$ cat config.mk
export PLATFORM = sky130hd
export DESIGN_NAME = uart_rx_os16_flat
export DESIGN_NICKNAME = d
export VERILOG_FILES = /design/src/rtl/uart_rx_os16_if.sv /design/src/rtl/uart_rx_os16.sv /design/src/flat_wrapper.sv
export SDC_FILE = /design/constraint.sdc
export NUM_CORES = 1
export LEC_CHECK = 0
export ABC_AREA = 1
export CORE_UTILIZATION = 62
export DETAILED_ROUTE_END_ITERATION = 10
export PLACE_DENSITY_LB_ADDON = 0.1
export SLEW_MARGIN = 20
export SYNTH_ARGS = -nofsm -noshare
export SYNTH_HDL_FRONTEND = slang
export SYNTH_SLANG_ARGS = --single-unit
$ cat constraint.sdc
create_clock -name i_clk -period 2.93 [get_ports i_clk]
set_input_delay 0.586 -clock i_clk [delete_from_list [all_inputs] [get_ports i_clk]]
set_output_delay 0.586 -clock i_clk [all_outputs]
set_load 0.005 [all_outputs]
$ cat src/rtl/uart_rx_os16_if.sv
// Core-side bus of the oversampling UART receiver:
// received byte, valid/ack handshake and status flags.
interface uart_rx_os16_if;
    logic [7:0] data_out;
    logic       data_valid;
    logic       data_ack;
    logic       frame_err;
    logic       overrun;
    logic       rx_busy;

    modport master (
        output data_out,
        output data_valid,
        output frame_err,
        output overrun,
        output rx_busy,
        input  data_ack
    );

    modport slave (
        input  data_out,
        input  data_valid,
        input  frame_err,
        input  overrun,
        input  rx_busy,
        output data_ack
    );
endinterface

$ cat src/rtl/uart_rx_os16.sv
// 8N1 UART receiver with 16x oversampling, 3-sample majority vote,
// false-start rejection, framing/overrun flags and valid/ack output.
module uart_rx_os16 #(
    parameter int OS_DIV_0 = 326,
    parameter int OS_DIV_1 = 163,
    parameter int OS_DIV_2 = 54,
    parameter int OS_DIV_3 = 27
) (
    input  logic              i_clk,
    input  logic              i_rst,
    input  logic [1:0]        i_baud_fix,
    input  logic              i_rx_pin,
    uart_rx_os16_if.master    bus
);

    localparam int CW = 9;

    typedef enum logic [2:0] {
        S_IDLE,
        S_START,
        S_DATA,
        S_STOP,
        S_BREAK
    } state_t;

    state_t r_state;
    state_t w_next;

    logic [1:0]    r_sync;
    logic          r_rxs_prev;
    logic [CW-1:0] r_cnt;
    logic [CW-1:0] r_div_m1;
    logic [CW-1:0] w_div_m1_sel;
    logic [3:0]    r_os;
    logic [2:0]    r_bit_idx;
    logic          r_s7;
    logic          r_s8;
    logic [7:0]    r_shreg;
    logic [7:0]    r_data;
    logic          r_valid;
    logic          r_ferr;
    logic          r_ovr;
    logic          r_busy;

    logic w_rxs;
    logic w_fall;
    logic w_tick;
    logic w_vote;
    logic w_os15;
    logic w_maj;
    logic w_start;
    logic w_capture;
    logic w_ferr;
    logic w_ack;

    assign w_rxs  = r_sync[1];
    assign w_fall = r_rxs_prev & ~w_rxs;
    assign w_tick = (r_state != S_IDLE) && (r_cnt == r_div_m1);
    assign w_vote = w_tick && (r_os == 4'd9);
    assign w_os15 = w_tick && (r_os == 4'd15);
    assign w_maj  = (r_s7 & r_s8) | (r_s7 & w_rxs) | (r_s8 & w_rxs);
    assign w_ack  = bus.data_ack & r_valid;

    always_comb begin
        w_div_m1_sel = CW'(OS_DIV_3 - 1);
        unique case (i_baud_fix)
            2'd0: w_div_m1_sel = CW'(OS_DIV_0 - 1);
            2'd1: w_div_m1_sel = CW'(OS_DIV_1 - 1);
            2'd2: w_div_m1_sel = CW'(OS_DIV_2 - 1);
            2'd3: w_div_m1_sel = CW'(OS_DIV_3 - 1);
            default: w_div_m1_sel = CW'(OS_DIV_3 - 1);
        endcase
    end

    always_ff @(posedge i_clk) begin
        if (i_rst) begin
            r_state <= S_IDLE;
        end else begin
            r_state <= w_next;
        end
    end

    always_comb begin
        w_next    = r_state;
        w_start   = 1'b0;
        w_capture = 1'b0;
        w_ferr    = 1'b0;
        unique case (r_state)
            S_IDLE: begin
                if (w_fall) begin
                    w_next  = S_START;
                    w_start = 1'b1;
                end
            end
            S_START: begin
                if (w_vote && w_maj) begin
                    w_next = S_IDLE;
                end else if (w_os15) begin
                    w_next = S_DATA;
                end
            end
            S_DATA: begin
                if (w_os15 && (r_bit_idx == 3'd7)) begin
                    w_next = S_STOP;
                end
            end
            S_STOP: begin
                if (w_vote) begin
                    if (w_maj) begin
                        w_capture = 1'b1;
                        w_next    = S_IDLE;
                    end else begin
                        w_ferr = 1'b1;
                        w_next = S_BREAK;
                    end
                end
            end
            S_BREAK: begin
                if (w_rxs) begin
                    w_next = S_IDLE;
                end
            end
            default: w_next = S_IDLE;
        endcase
    end

    always_ff @(posedge i_clk) begin
        if (i_rst) begin
            r_sync     <= 2'b11;
            r_rxs_prev <= 1'b1;
        end else begin
            r_sync     <= {r_sync[0], i_rx_pin};
            r_rxs_prev <= w_rxs;
        end
    end

    // Divisor and oversample counters restart on every start edge.
    always_ff @(posedge i_clk) begin
        if (i_rst) begin
            r_cnt    <= '0;
            r_div_m1 <= CW'(OS_DIV_3 - 1);
            r_os     <= 4'd0;
        end else if (w_start) begin
            r_cnt    <= '0;
            r_div_m1 <= w_div_m1_sel;
            r_os     <= 4'd0;
        end else if (r_state != S_IDLE) begin
            if (w_tick) begin
                r_cnt <= '0;
                r_os  <= r_os + 4'd1;
            end else begin
                r_cnt <= r_cnt + CW'(1);
            end
        end
    end

    always_ff @(posedge i_clk) begin
        if (i_rst) begin
            r_s7      <= 1'b1;
            r_s8      <= 1'b1;
            r_shreg   <= 8'h00;
            r_bit_idx <= 3'd0;
        end else begin
            if (w_tick && (r_os == 4'd7)) begin
                r_s7 <= w_rxs;
            end
            if (w_tick && (r_os == 4'd8)) begin
                r_s8 <= w_rxs;
            end
            if (w_start) begin
                r_bit_idx <= 3'd0;
            end else if ((r_state == S_DATA) && w_os15) begin
                r_bit_idx <= r_bit_idx + 3'd1;
            end
            if ((r_state == S_DATA) && w_vote) begin
                r_shreg <= {w_maj, r_shreg[7:1]};
            end
        end
    end

    // A capture in the same cycle as an ack keeps valid high; the
    // acked byte was consumed, so that case is not an overrun.
    always_ff @(posedge i_clk) begin
        if (i_rst) begin
            r_data  <= 8'h00;
            r_valid <= 1'b0;
            r_ovr   <= 1'b0;
            r_ferr  <= 1'b0;
            r_busy  <= 1'b0;
        end else begin
            r_ferr <= w_ferr;
            r_busy <= (w_next != S_IDLE);
            if (w_capture) begin
                r_data  <= r_shreg;
                r_valid <= 1'b1;
                if (r_valid && !bus.data_ack) begin
                    r_ovr <= 1'b1;
                end else if (w_ack) begin
                    r_ovr <= 1'b0;
                end
            end else if (w_ack) begin
                r_valid <= 1'b0;
                r_ovr   <= 1'b0;
            end
        end
    end

    assign bus.data_out   = r_data;
    assign bus.data_valid = r_valid;
    assign bus.frame_err  = r_ferr;
    assign bus.overrun    = r_ovr;
    assign bus.rx_busy    = r_busy;

endmodule

$ cat src/flat_wrapper.sv
// flat-port wrapper written by rule: the top's interface ports become plain ports
module uart_rx_os16_flat 
#(
    parameter int OS_DIV_0 = 326,
    parameter int OS_DIV_1 = 163,
    parameter int OS_DIV_2 = 54,
    parameter int OS_DIV_3 = 27
)
  (i_clk, i_rst, i_baud_fix, i_rx_pin, bus_data_out, bus_data_valid, bus_frame_err, bus_overrun, bus_rx_busy, bus_data_ack);
  uart_rx_os16_if bus_i ();
  input  logic i_clk;
  input  logic i_rst;
  input  logic [1:0] i_baud_fix;
  input  logic i_rx_pin;
  output wire logic [$bits(bus_i.data_out)-1:0] bus_data_out;
  output wire logic [$bits(bus_i.data_valid)-1:0] bus_data_valid;
  output wire logic [$bits(bus_i.frame_err)-1:0] bus_frame_err;
  output wire logic [$bits(bus_i.overrun)-1:0] bus_overrun;
  output wire logic [$bits(bus_i.rx_busy)-1:0] bus_rx_busy;
  input wire logic [$bits(bus_i.data_ack)-1:0] bus_data_ack;
  assign bus_data_out = bus_i.data_out;
  assign bus_data_valid = bus_i.data_valid;
  assign bus_frame_err = bus_i.frame_err;
  assign bus_overrun = bus_i.overrun;
  assign bus_rx_busy = bus_i.rx_busy;
  assign bus_i.data_ack = bus_data_ack;
  uart_rx_os16 #(.OS_DIV_0(OS_DIV_0), .OS_DIV_1(OS_DIV_1), .OS_DIV_2(OS_DIV_2), .OS_DIV_3(OS_DIV_3)) u_core (.i_clk(i_clk), .i_rst(i_rst), .i_baud_fix(i_baud_fix), .i_rx_pin(i_rx_pin), .bus(bus_i));
endmodule
# Word-level counts from Yosys, hierarchy flattened
# Index checks and enable logic that the tools add are counted.
[classes]
n_reduce_logical = 19
n_eq_ne = 13
bitwise_logic = 10
mux = 21
add_sub_neg = 3
[op_table]
columns = ["operator", "n"]
rows = [
  ["9-bit one-hot mux with 4 select lines", 1],
  ["3-bit two-way mux", 7],
  ["3-bit one-hot mux with 5 select lines", 1],
  ["4-bit equality test, second input constant", 3],
  ["1-bit two-way mux", 11],
  ["1-bit logical AND", 10],
  ["9-bit by 1-bit adder with 9-bit output, second input constant", 1],
  ["9-bit equality test", 1],
  ["9-bit two-way mux", 1],
  ["3-bit by 2-bit equality test with 1-bit output, second input constant", 2],
  ["3-bit equality test, second input constant", 2],
  ["3-bit nonzero test", 2],
  ["1-bit bitwise AND", 5],
  ["4-bit by 1-bit adder with 4-bit output, second input constant", 1],
  ["2-bit equality test, second input constant", 2],
  ["4-bit by 3-bit equality test with 1-bit output, second input constant", 1],
  ["3-bit by 1-bit adder with 3-bit output, second input constant", 1],
  ["3-bit by 1-bit equality test with 1-bit output, second input constant", 1],
  ["3-bit logical NOT", 1],
  ["1-bit inverter", 3],
  ["3-bit OR reduction", 1],
  ["2-bit by 1-bit equality test with 1-bit output, second input constant", 1],
  ["2-bit logical NOT", 1],
  ["1-bit OR", 2],
  ["other kinds (4)", 4],
]
[totals]
elab_cells = 81
inputBits = 6
output_inout_bits = 12
ff_bits = 53

# Depth between registers and ports, before layout
# Gate-level depths: netlist (run 1).
[logic_depth]
ltp_word = 7
mapped_depth = 12
mapped_depth_nobuf = 12

# Worst setup path before layout (run 1)
# OpenSTA, ideal clock, no wires.
[synth_path]
path_type = "input-to-reg"
startpoint = "input port i_rst"
endpoint = "register u_core.r_busy (netlist: u_core.bus.rx_busy)"
arrival_ps = 1371
setup_ps = 116
slack_ps = 1443
required_ps = 2814
n_path_buf = 2
cell_stages = 5
cell_sequence = "clkbuf_1 -> inv_1 -> clkbuf_1 -> nand2_1 -> nand2_1"
[synth_rtl]
columns = ["element", "line_no", "text"]
rows = [
  ["from (decl)", "flat_wrapper.sv:12", "input logic i_rst;"],
  ["to (signal assigned)", "uart_rx_os16.sv:192", "r_busy <= (w_next != S_IDLE);"],
  ["to (decl)", "uart_rx_os16.sv:43", "logic r_busy;"],
]

# Worst setup path after layout (run 1)
[layout_path]
startpoint = "register u_core.r_valid (netlist: u_core.bus.data_valid)"
endpoint = "output port bus_data_valid"
[layout_rtl]
columns = ["element", "line_no", "text"]
rows = [
  ["from (decl)", "uart_rx_os16.sv:40", "logic r_valid;"],
  ["from (signal assigned)", "uart_rx_os16.sv:186", "r_valid <= 1'b0;"],
  ["from (signal assigned)", "uart_rx_os16.sv:195", "r_valid <= 1'b1;"],
  ["from (signal assigned)", "uart_rx_os16.sv:202", "r_valid <= 1'b0;"],
  ["to (decl)", "flat_wrapper.sv:16", "output wire logic [$bits(bus_i.data_valid)-1:0] bus_data_valid;"],
]
# No word-level cell between the ends.

==> results_dict.tcl, run 1 <==
set metrics [dict create \
    outcome "completed" \
    met2_usage_pct 42.55 \
    slowest_stage "clkdlybuf4s50_1" \
    cts.path.max_buffers 2 \
    critPathMaxFanout 4 \
    ir_drop_mv 0.3466 \
    seq_power_share_pct 58.5 \
    pwr-share-comb_pct 5.9 \
    synth_top_family_by_area "simple AND/OR/NAND/NOR gates" \
    setup_viol 0 \
    synth_edf_count 0 \
    layout_common_cells "nand2_1, dfxtp_1, nor2_1, inv_1, a21oi_1" \
    yosys_warnings 0 \
    slowest_delay_ns 0.52 \
    cp.required_ns 2.34 \
    synth_mux_area_share_pct 0 \
    switchingPower_mw 0.2883 \
    cts.root.buffer_cell "clkbuf_8" \
    worstSkewPairLatency_ns 0.31 \
    clkPwrFrac_pct 35.6 \
    gp_congestion 0.9540 \
    crit_type "flip-flop to primary output" \
    ant_nets 0 \
    synth_compound_area_share_pct 12.16 \
    top_usage_layer "met2" \
    num_vias 2048 \
    grt_start_max_net_pins 18 \
    fp-row-count 22 \
    crit_chain "clkdlybuf4s50_1" \
    crit_family "buffers and inverters" \
    fin_tns_setup_ns 0 \
    dieArea_um2 4051 \
    synth_xor_area_share_pct 1.487 \
    vias_per_cell 5.278 \
    die_h_um 63.65 \
    synth_top_area_share_pct 43.34 \
    drt-pass1-iter-count 4 \
    grt_pass1_vias 1921 \
    yosys.area_share.simple_pct 30.38 \
    port_buffers 17 \
    rsz0062_at_grt "no" \
    path_buf_inv 1 \
    critPathLaunchType "flip-flop" \
    synthCells 317 \
    layout.nets 355 \
    clkTransAtPathRegs_ns 0.10 \
    ctsResizeCount 0 \
    min_period_ns 1.811 \
    end_kind "primary output" \
    fmax_mhz 552.3 \
    yosys_register_bits 51 \
    coreArea_um2 3661 \
    wire_per_inst_um 12.25 \
    cts.sinks 51 \
    tritoncts "built" \
    internal_power_mw 0.9214 \
    boundaryPins 18 \
    final_common_cell "nand2_1" \
    wirelength_um 4753 \
    dr.first_iter.drc_count 100 \
    synthesis.nets 333 \
    relSlewSlack_pct 68.09 \
    syn_to_final_growth_pct 13.81 \
    grt_pass1_wl_um 8376 \
    finalCritPeriodShare_pct 61.80 \
    max_cap_violations 0 \
    post-cts-setup-buffers 0 \
    finClkSkew_ns 0.01094 \
    power_density_nw_per_um2 451.2 \
    grt_use_met3_pct 5.978 \
    antennaDiodeCount 0 \
    layout.cells.non_filler 388 \
    ys_types 31 \
    syn_area_per_cell_um2 7.432 \
    hp-class "flip-flop to flip-flop" \
    yosys-top-cells-area "dfxtp_1, nand2_1, nor2_1" \
    switching_share_pct 23.84 \
    hold_buffers 0 \
    hold_viol 0 \
    hpwl_um 3559 \
    worst_pin_slew_ns 0.4782 \
    drive_above_1_share_pct 9.706 \
    dpl.cell_count 380 \
    ys_seq_area_share_pct 43.34 \
    synthAdderAreaFrac_pct 5.736 \
    grt_usage_pct 26.71 \
    p_leak_nw 1.087 \
    ys.flop_type "dfxtp_1" \
    cts_max_level 2 \
    slew_viol_final 0 \
    synth_largest_area_cell "dfxtp_1" \
    drc 0 \
    async_flop_share_pct 0 \
    antenna_found_initial 0 \
    netlist_area_um2 2356 \
    start_util_pct 64.35 \
    met1_usage_pct 35.21 \
    crit_arrival_ns 1.22 \
    numCtsBuffers 5 \
    grt.overflow.total 0 \
    die_w_um 63.65 \
]
==> final timing paths <==
kind	start	endpoint	slack (ns)	cells after the start
worst max-delay path	u_core.bus.data_valid	bus_data_valid	1.12	1
worst min-delay path	u_core.r_sync[0]	u_core.r_sync[1]	0.42	1
worst max register to register	u_core.r_div_m1[6]	u_core.bus.data_out[4]	1.12	11
worst min register to register	u_core.r_sync[0]	u_core.r_sync[1]	0.42	1
==> state kept, by name, summed over array words and instances, names as in the netlist, named ones only <==
signal	count
u_core.bus.rx_busy	1
u_core.bus.data_valid	1
u_core.r_s8	1
u_core.r_rxs_prev	1
u_core.r_state	3
u_core.r_s7	1
u_core.r_os	4
u_core.r_shreg	8
u_core.r_sync	2
u_core.bus.data_out	8
u_core.bus.frame_err	1
u_core.r_cnt	9
u_core.r_div_m1	7
u_core.r_bit_idx	3
==> metrics by stage <==
| stage | setup WS [ns] | util, % | hold WS, ns | power [mW] | area (um^2) |
|---|---|---|---|---|---|
| floorplan | 1.443 | - | 0.3895 | 0.7715 | 2356 |
| detailed placement | 1.036 | 70.61 | 0.3984 | 0.7950 | 2585 |
| CTS | 1.086 | 73.24 | 0.4210 | 1.220 | 2681 |
| finish | 1.119 | 73.24 | 0.4223 | 1.210 | 2681 |
| global placement | 1.060 | 70.61 | 0.3950 | 0.7937 | 2585 |
| global route | 0.8765 | 73.24 | 0.4432 | 1.258 | 2681 |
==> per-layer routing <==
layer	vias to the layer above	wire length, um
li1	1071	-
met1	937	2373
met2	33	2183
met3	7	133
met4	0	62
met5	-	0
==> synth_stat cells, types with 3 or more instances <==
library cell  number
nand4_1            5
nor3b_1            3
ha_1              10
nor2_4             4
nor2_2             3
o21ai_1            4
nand3_1           19
nand2_2            3
clkbuf_1           3
inv_1             32
inv_2              7
nand2_1           68
a21oi_1           23
nor3_1             7
nor2_1            36
dfxtp_1           51
o21ai_0           18
a211oi_1           4
==> cell type report <==
class / count / area [um^2]
clock inverters: 2 / 13.76
repair buffers: 19 / 185.2
multi-input cells: 223 / 1172
flip-flops and latches: 51 / 1021
clock buffers: 6 / 82.58
inverters: 39 / 146.4
fillers: 309 / 979.7
well taps: 48 / 60.06
==> logic make-up (layout without fill, tap and decap cells) <==
kind of cell | Yosys count | count (layout)
simple gates | 155 | 155
buf+inv | 43 | 66
compound gates | 53 | 53
xor+xnor | 4 | 4
fa+ha+maj | 11 | 11
flops | 51 | 51
==> power by group through the flow <==
stage	sequential, mW	clock (mW)	combinational [mW]
4_1_cts	0.707	0.440	0.0718
2_1_floorplan	0.722	0	0.0490
3_5_place_dp	0.724	0	0.0714
3_3_place_gp	0.723	0	0.0703
6_report	0.707	0.431	0.0716
5_1_grt	0.709	0.467	0.0825
(Power assumes the default switching activity.)
==> run 2, diff against run 1 <==
--- a/config.mk
+++ b/config.mk
@@ -6,7 +6,7 @@
 export NUM_CORES = 1
 export LEC_CHECK = 0
 export ABC_AREA = 1
-export CORE_UTILIZATION = 62
+export CORE_UTILIZATION = 52
 export DETAILED_ROUTE_END_ITERATION = 10
 export PLACE_DENSITY_LB_ADDON = 0.1
 export SLEW_MARGIN = 20
==> constraint.sdc (replaced) <==
create_clock -name i_clk -period 1.6 [get_ports i_clk]
set_input_delay 0.32 -clock i_clk [delete_from_list [all_inputs] [get_ports i_clk]]
set_output_delay 0.32 -clock i_clk [all_outputs]
set_load 0.005 [all_outputs]
==> run 2 against run 1 <==
  * Largest power group unchanged
  * Worst setup slack lost 1.2 ns
  * Global-route usage shrank 4.5 points
  * Critical endpoint is now u_core.bus.data_out[3]
  * First-iteration DRC count rose by 36%
  * Cell area up 20%
  * The flow now finishes with violations (setup timing)
  * Combinational power grew to 2.6 times the previous value
  * Routed wire length up 16%
==> results_dict.tcl, run 2 (synthesized netlist as in run 1, its figures left out) <==
set metrics [dict create \
    finClkSkew_ns 0.01301 \
    cts.path.max_buffers 2 \
    switching_share_pct 22.75 \
    crit_arrival_ns 1.91 \
    rsz0062_at_grt "yes" \
    internal_power_mw 1.882 \
    reg2reg_slack_ns -0.05 \
    grt_usage_pct 22.23 \
    end_kind "flip-flop" \
    hold_viol 0 \
    r2r_cells 11 \
    crit_start "u_core.r_state[0]" \
    port_buffers 17 \
    holdWs_ns 0.4167 \
    antennaDiodeCount 0 \
    post-place-ws_ns -0.03670 \
    r2r-end "u_core.bus.data_out[3]" \
    syn_to_final_growth_pct 36.32 \
    grt_pass1_wl_um 8707 \
    hp-start "u_core.r_sync[0]" \
    whs_endpoint "u_core.r_sync[1]" \
    dr.first_iter.drc_count 136 \
    clkTransAtPathRegs_ns 0.10 \
    finalPower_mw 2.436 \
    max_cap_violations 0 \
    largest_reg_flops 9 \
    dieArea_um2 4804 \
    min_period_ns 1.646 \
    worstSkewPairLatency_ns 0.31 \
    boundaryPins 18 \
    cts.root.buffer_cell "clkbuf_8" \
    hold_buffers 0 \
    gp_congestion 0.8481 \
    cts_max_level 2 \
    grt_pass1_vias 2034 \
    ant_nets 0 \
    drive_above_1_share_pct 34.13 \
    rr_startpoint "u_core.r_state[0]" \
    numCtsBuffers 5 \
    pwr-share-comb_pct 7.7 \
    clkPwrFrac_pct 39.1 \
    die_w_um 69.31 \
    layout_common_cells "nand2_1, buf_4, dfxtp_1, nor2_1, inv_1" \
    nFillCells 347 \
    fin_tns_setup_ns -0.3431 \
    ir_drop_mv 0.4470 \
    die_h_um 69.31 \
    drc 0 \
    tritoncts "built" \
    worstHoldPathCells 1 \
    hpwl_um 3781 \
    outcome "finished with violations" \
    cts.sinks 51 \
    vias_per_cell 5.116 \
    final_common_cell "nand2_1" \
    power_density_nw_per_um2 758.4 \
    grt.overflow.total 0 \
    slew_viol_final 0 \
    relSlewSlack_pct 74.65 \
    num_vias 2200 \
    wirelength_um 5493 \
    switchingPower_mw 0.5542 \
    wire_per_inst_um 12.77 \
    coreArea_um2 4354 \
    fmax_mhz 607.6 \
    layout.nets 393 \
    grt_start_max_net_pins 17 \
    crit_type "flip-flop to flip-flop" \
    violations "setup timing" \
    worst_pin_slew_ns 0.3773 \
    critPathLaunchType "flip-flop" \
    seq_power_share_pct 53.2 \
    fp-row-count 24 \
    setup_viol 12 \
    cp.required_ns 1.86 \
    drt-pass1-iter-count 4 \
    start_util_pct 54.11 \
    antenna_found_initial 0 \
    p_leak_nw 1.346 \
    hp-class "flip-flop to flip-flop" \
    critPathMaxFanout 6 \
    setup_ws_ns -0.04592 \
    finalCritPeriodShare_pct 102.9 \
    max_flop_register "u_core.r_cnt" \
]
run 2: changes by cell type in the layout (fill, tap and decap cells not counted), moves of 6 or more:
cell / before / now
buf_4: 2 / 37
dfxtp_1: 51 / 35
dfxtp_2: 0 / 14
inv_1: 32 / 26
nand2_1: 68 / 57
nand2_2: 3 / 13
nand3_1: 19 / 13
nor2_1: 36 / 29
o21ai_0: 18 / 9
o21ai_2: 0 / 7
run 2: critical path, stage by stage, from the launching register on:
cell and delay, ns:
dfxtp_2 0.38, inv_2 0.06, nand2_2 0.10, nor2_4 0.06, nor2_2 0.15, nand2_2 0.09, nor2_4 0.16, nand4_4 0.12
nor2_4 0.19, buf_6 0.16, o21ai_2 0.05, nor2_1 0.09
run 2: how the worst max path moves through the flow:
stage | end | slack [ns] | depth (start not counted)
5_1_grt | u_core.bus.data_out[3] | -0.15 | 11
3_5_place_dp | u_core.bus.data_out[3] | -0.04 | 11
4_1_cts | u_core.bus.data_out[4] | -0.004 | 11
3_3_place_gp | u_core.bus.data_out[3] | -0.05 | 11
2_1_floorplan | u_core.bus.data_out[0] | 0.15 | 11
6_report | u_core.bus.data_out[3] | -0.05 | 11
run 2: metrics by stage:
stage / cells / area (um^2) / util, %
after CTS: 421 / 2937 / 67.44
after detailed placement: 412 / 2800 / 64.31
final: 430 / 3212 / 73.76
after global placement: 412 / 2800 / 64.31
after global routing: 430 / 3212 / 73.76
after floorplan: 317 / 2356 / -
run 2: area by class of cell:
class                           count  area [um^2]  share of cell area, %
Sequential cell                    51         1046                  32.57
Clock buffer                        6        82.58                  2.571
Inverter                           39        148.9                  4.636
Multi-Input combinational cell    223         1340                  41.72
Tap cell                           52        65.06                  2.026
Timing Repair Buffer               57        490.5                  15.27
Clock inverter                      2        38.79                  1.208
run 2: timing repair:
item,CTS,global route
setup buffers,1,9
resized for setup,5,75
pin swaps,1,29
setup endpoints to repair,9,38
run 2: per-layer routing:
metal | vias up | wire, um | GRT usage [%]
met5 | - | 0 | 0
met4 | 0 | 107 | 7.256
met3 | 14 | 189 | 5.233
met2 | 40 | 2552 | 36.14
met1 | 993 | 2644 | 29.10
li1 | 1153 | - | -
run 2: power groups by stage:
stage          clock network [mW]  logic, mW  registers [mW]
2_1_floorplan                   0     0.0898            1.32
3_3_place_gp                    0      0.156            1.32
3_5_place_dp                    0      0.157            1.33
4_1_cts                     0.961      0.160            1.30
5_1_grt                      1.02      0.207            1.30
6_report                    0.951      0.188            1.30
==> run 3, diff against run 2 <==
--- a/config.mk
+++ b/config.mk
@@ -8,6 +8,7 @@
 export ABC_AREA = 1
 export CORE_UTILIZATION = 52
 export DETAILED_ROUTE_END_ITERATION = 10
+export GPL_TIMING_DRIVEN = 0
 export PLACE_DENSITY_LB_ADDON = 0.1
 export SLEW_MARGIN = 20
 export SYNTH_ARGS = -nofsm -noshare
==> run 3 against run 2 <==
  * The flow still finishes with violations (setup timing)
  * Combinational power down 12%
  * Sequential power about the same
  * Power down 9.8%
  * Critical path type unchanged
==> results_dict.tcl, run 3 (synthesized netlist as in run 1, its figures left out) <==
set metrics [dict create \
    wirelength_um 5489 \
    hold_viol 0 \
    outcome "finished with violations" \
    slowest_delay_ns 0.37 \
    grt_start_max_net_pins 16 \
    finClkSkew_ns 0.008315 \
    boundaryPins 18 \
    post-place-ws_ns -0.2267 \
    power_density_nw_per_um2 724.0 \
    slew_viol_final 0 \
    grt_pass1_wl_um 8576 \
    antennaDiodeCount 0 \
    coreArea_um2 4354 \
    violations "setup timing" \
    fp-row-count 24 \
    finalPower_mw 2.198 \
    ir_drop_mv 0.6743 \
    cp.required_ns 1.81 \
    setup_ws_ns -0.02414 \
    drt-pass1-iter-count 4 \
    antenna_found_initial 0 \
    final_common_cell "nand2_1" \
    max_cap_violations 0 \
    relSlewSlack_pct 60.39 \
    numCtsBuffers 5 \
    crit_chain "inv_2 -> nand2_2 -> nor2_4 -> nor2_4 -> nand2_2 -> nor2_4 -> nand4_4 -> buf_4 -> nand3_2 -> nand3_2 -> nand2_2 -> nand2_1" \
    end_kind "flip-flop" \
    cts.sinks 51 \
    worstSkewPairLatency_ns 0.31 \
    worst_pin_slew_ns 0.5941 \
    max_flop_register "u_core.r_cnt" \
    largest_reg_flops 9 \
    layout.cells.non_filler 410 \
    syn_to_final_growth_pct 28.84 \
    holdWs_ns 0.4152 \
    grt_usage_pct 21.99 \
    start_util_pct 54.11 \
    nFillCells 375 \
    finalCritPeriodShare_pct 101.5 \
    grt_pass1_vias 1926 \
    die_w_um 69.31 \
    ant_nets 0 \
    fin_tns_setup_ns -0.03793 \
    fmax_mhz 615.7 \
    tritoncts "built" \
    die_h_um 69.31 \
    cts.root.buffer_cell "clkbuf_8" \
    dr.first_iter.drc_count 157 \
    slowest_stage "dfxtp_2" \
    dieArea_um2 4804 \
    drc 0 \
    cts_max_level 2 \
    critPathMaxFanout 3 \
    critPathLaunchType "flip-flop" \
    hp-class "flip-flop to flip-flop" \
    port_buffers 16 \
    setup_viol 2 \
    cts.path.max_buffers 2 \
    vias_per_cell 5.368 \
    wire_per_inst_um 13.39 \
    grt.overflow.total 0 \
    clkTransAtPathRegs_ns 0.09 \
    hpwl_um 3527 \
    dpl.cell_count 385 \
    crit_arrival_ns 1.84 \
    layout_common_cells "nand2_1, dfxtp_1, nor2_1, inv_1, a21oi_1" \
    num_vias 2201 \
    rsz0062_at_grt "yes" \
    crit_type "flip-flop to flip-flop" \
    gp_congestion 0.8221 \
    p_leak_nw 1.238 \
    drive_above_1_share_pct 29.05 \
    layout.nets 374 \
    min_period_ns 1.624 \
]
[run 3: cell count changes in the layout (fill, tap and decap cells not counted), sizes merged]
cell	delta
buf	-21
clkbuf	+2
clkinv	+2
bufinv	-1
clkdlybuf4s50	-1
inv	-1
[run 3: cell type report]
class                   instances  area (um^2)  area share (%)
plain buffers                   4        16.27          0.5359
clock buffers                   5        68.82           2.267
clock inverters                 2        13.76          0.4534
inverters                      39        148.9           4.905
multi-input cells             223         1343           44.23
flip-flops and latches         51         1049           34.54
well taps                      52        65.06           2.143
repair buffers                 34        331.6           10.92
[run 3: metal layers]
metal  share of wire [%]  routed length, um  global-route usage (%)  vias up
li1                    -                  -                       -     1116
met1                  45               2476                   29.69     1017
met2                  48               2652                   34.95       58
met3                 4.4                239                   4.506       10
met4                 2.2                119                   7.483        0
met5                   0                  0                       0        -
[run 3: timing repair]
action | CTS | global route
gates resized for setup | 14 | 65
gates cloned | 0 | 0
pin swaps | 1 | 25
hold endpoints to repair | 0 | 0
buffers inserted | 4 | 14
setup endpoints to repair | 35 | 40
hold buffers | 0 | 0
[run 3: final timing paths]
check             cells past startpoint                 end  slack [ns]         startpoint
setup / recovery                     12  u_core.bus.rx_busy       -0.02  u_core.r_state[0]
hold / removal                        1    u_core.r_sync[1]        0.42   u_core.r_sync[0]
setup reg to reg                     12  u_core.bus.rx_busy       -0.02  u_core.r_state[0]
hold reg to reg                       1    u_core.r_sync[1]        0.42   u_core.r_sync[0]
[run 3: stage by stage]
step                      instance area [um^2]  util, %
after floorplan                           2356        -
after detailed placement                  2581    59.28
final                                     3035    69.71
after global routing                      3035    69.71
after CTS                                 2744    63.02
after global placement                    2581    59.28
[run 3: power breakdown]
| group | internal [mW] | switching (mW) | total [mW] |
|---|---|---|---|
| Clock | 0.300 | 0.437 | 0.738 |
| Combinational | 0.0623 | 0.103 | 0.165 |
| Sequential | 1.28 | 0.0137 | 1.29 |
[run 3: worst max-delay path: cells and delay by family, from the launching register on]
| family | cells | cell delay, ns |
|---|---|---|
| AND/OR/NAND/NOR | 10 | 0.94 |
| buffers and inverters | 2 | 0.22 |
| flip-flops | 1 | 0.37 |
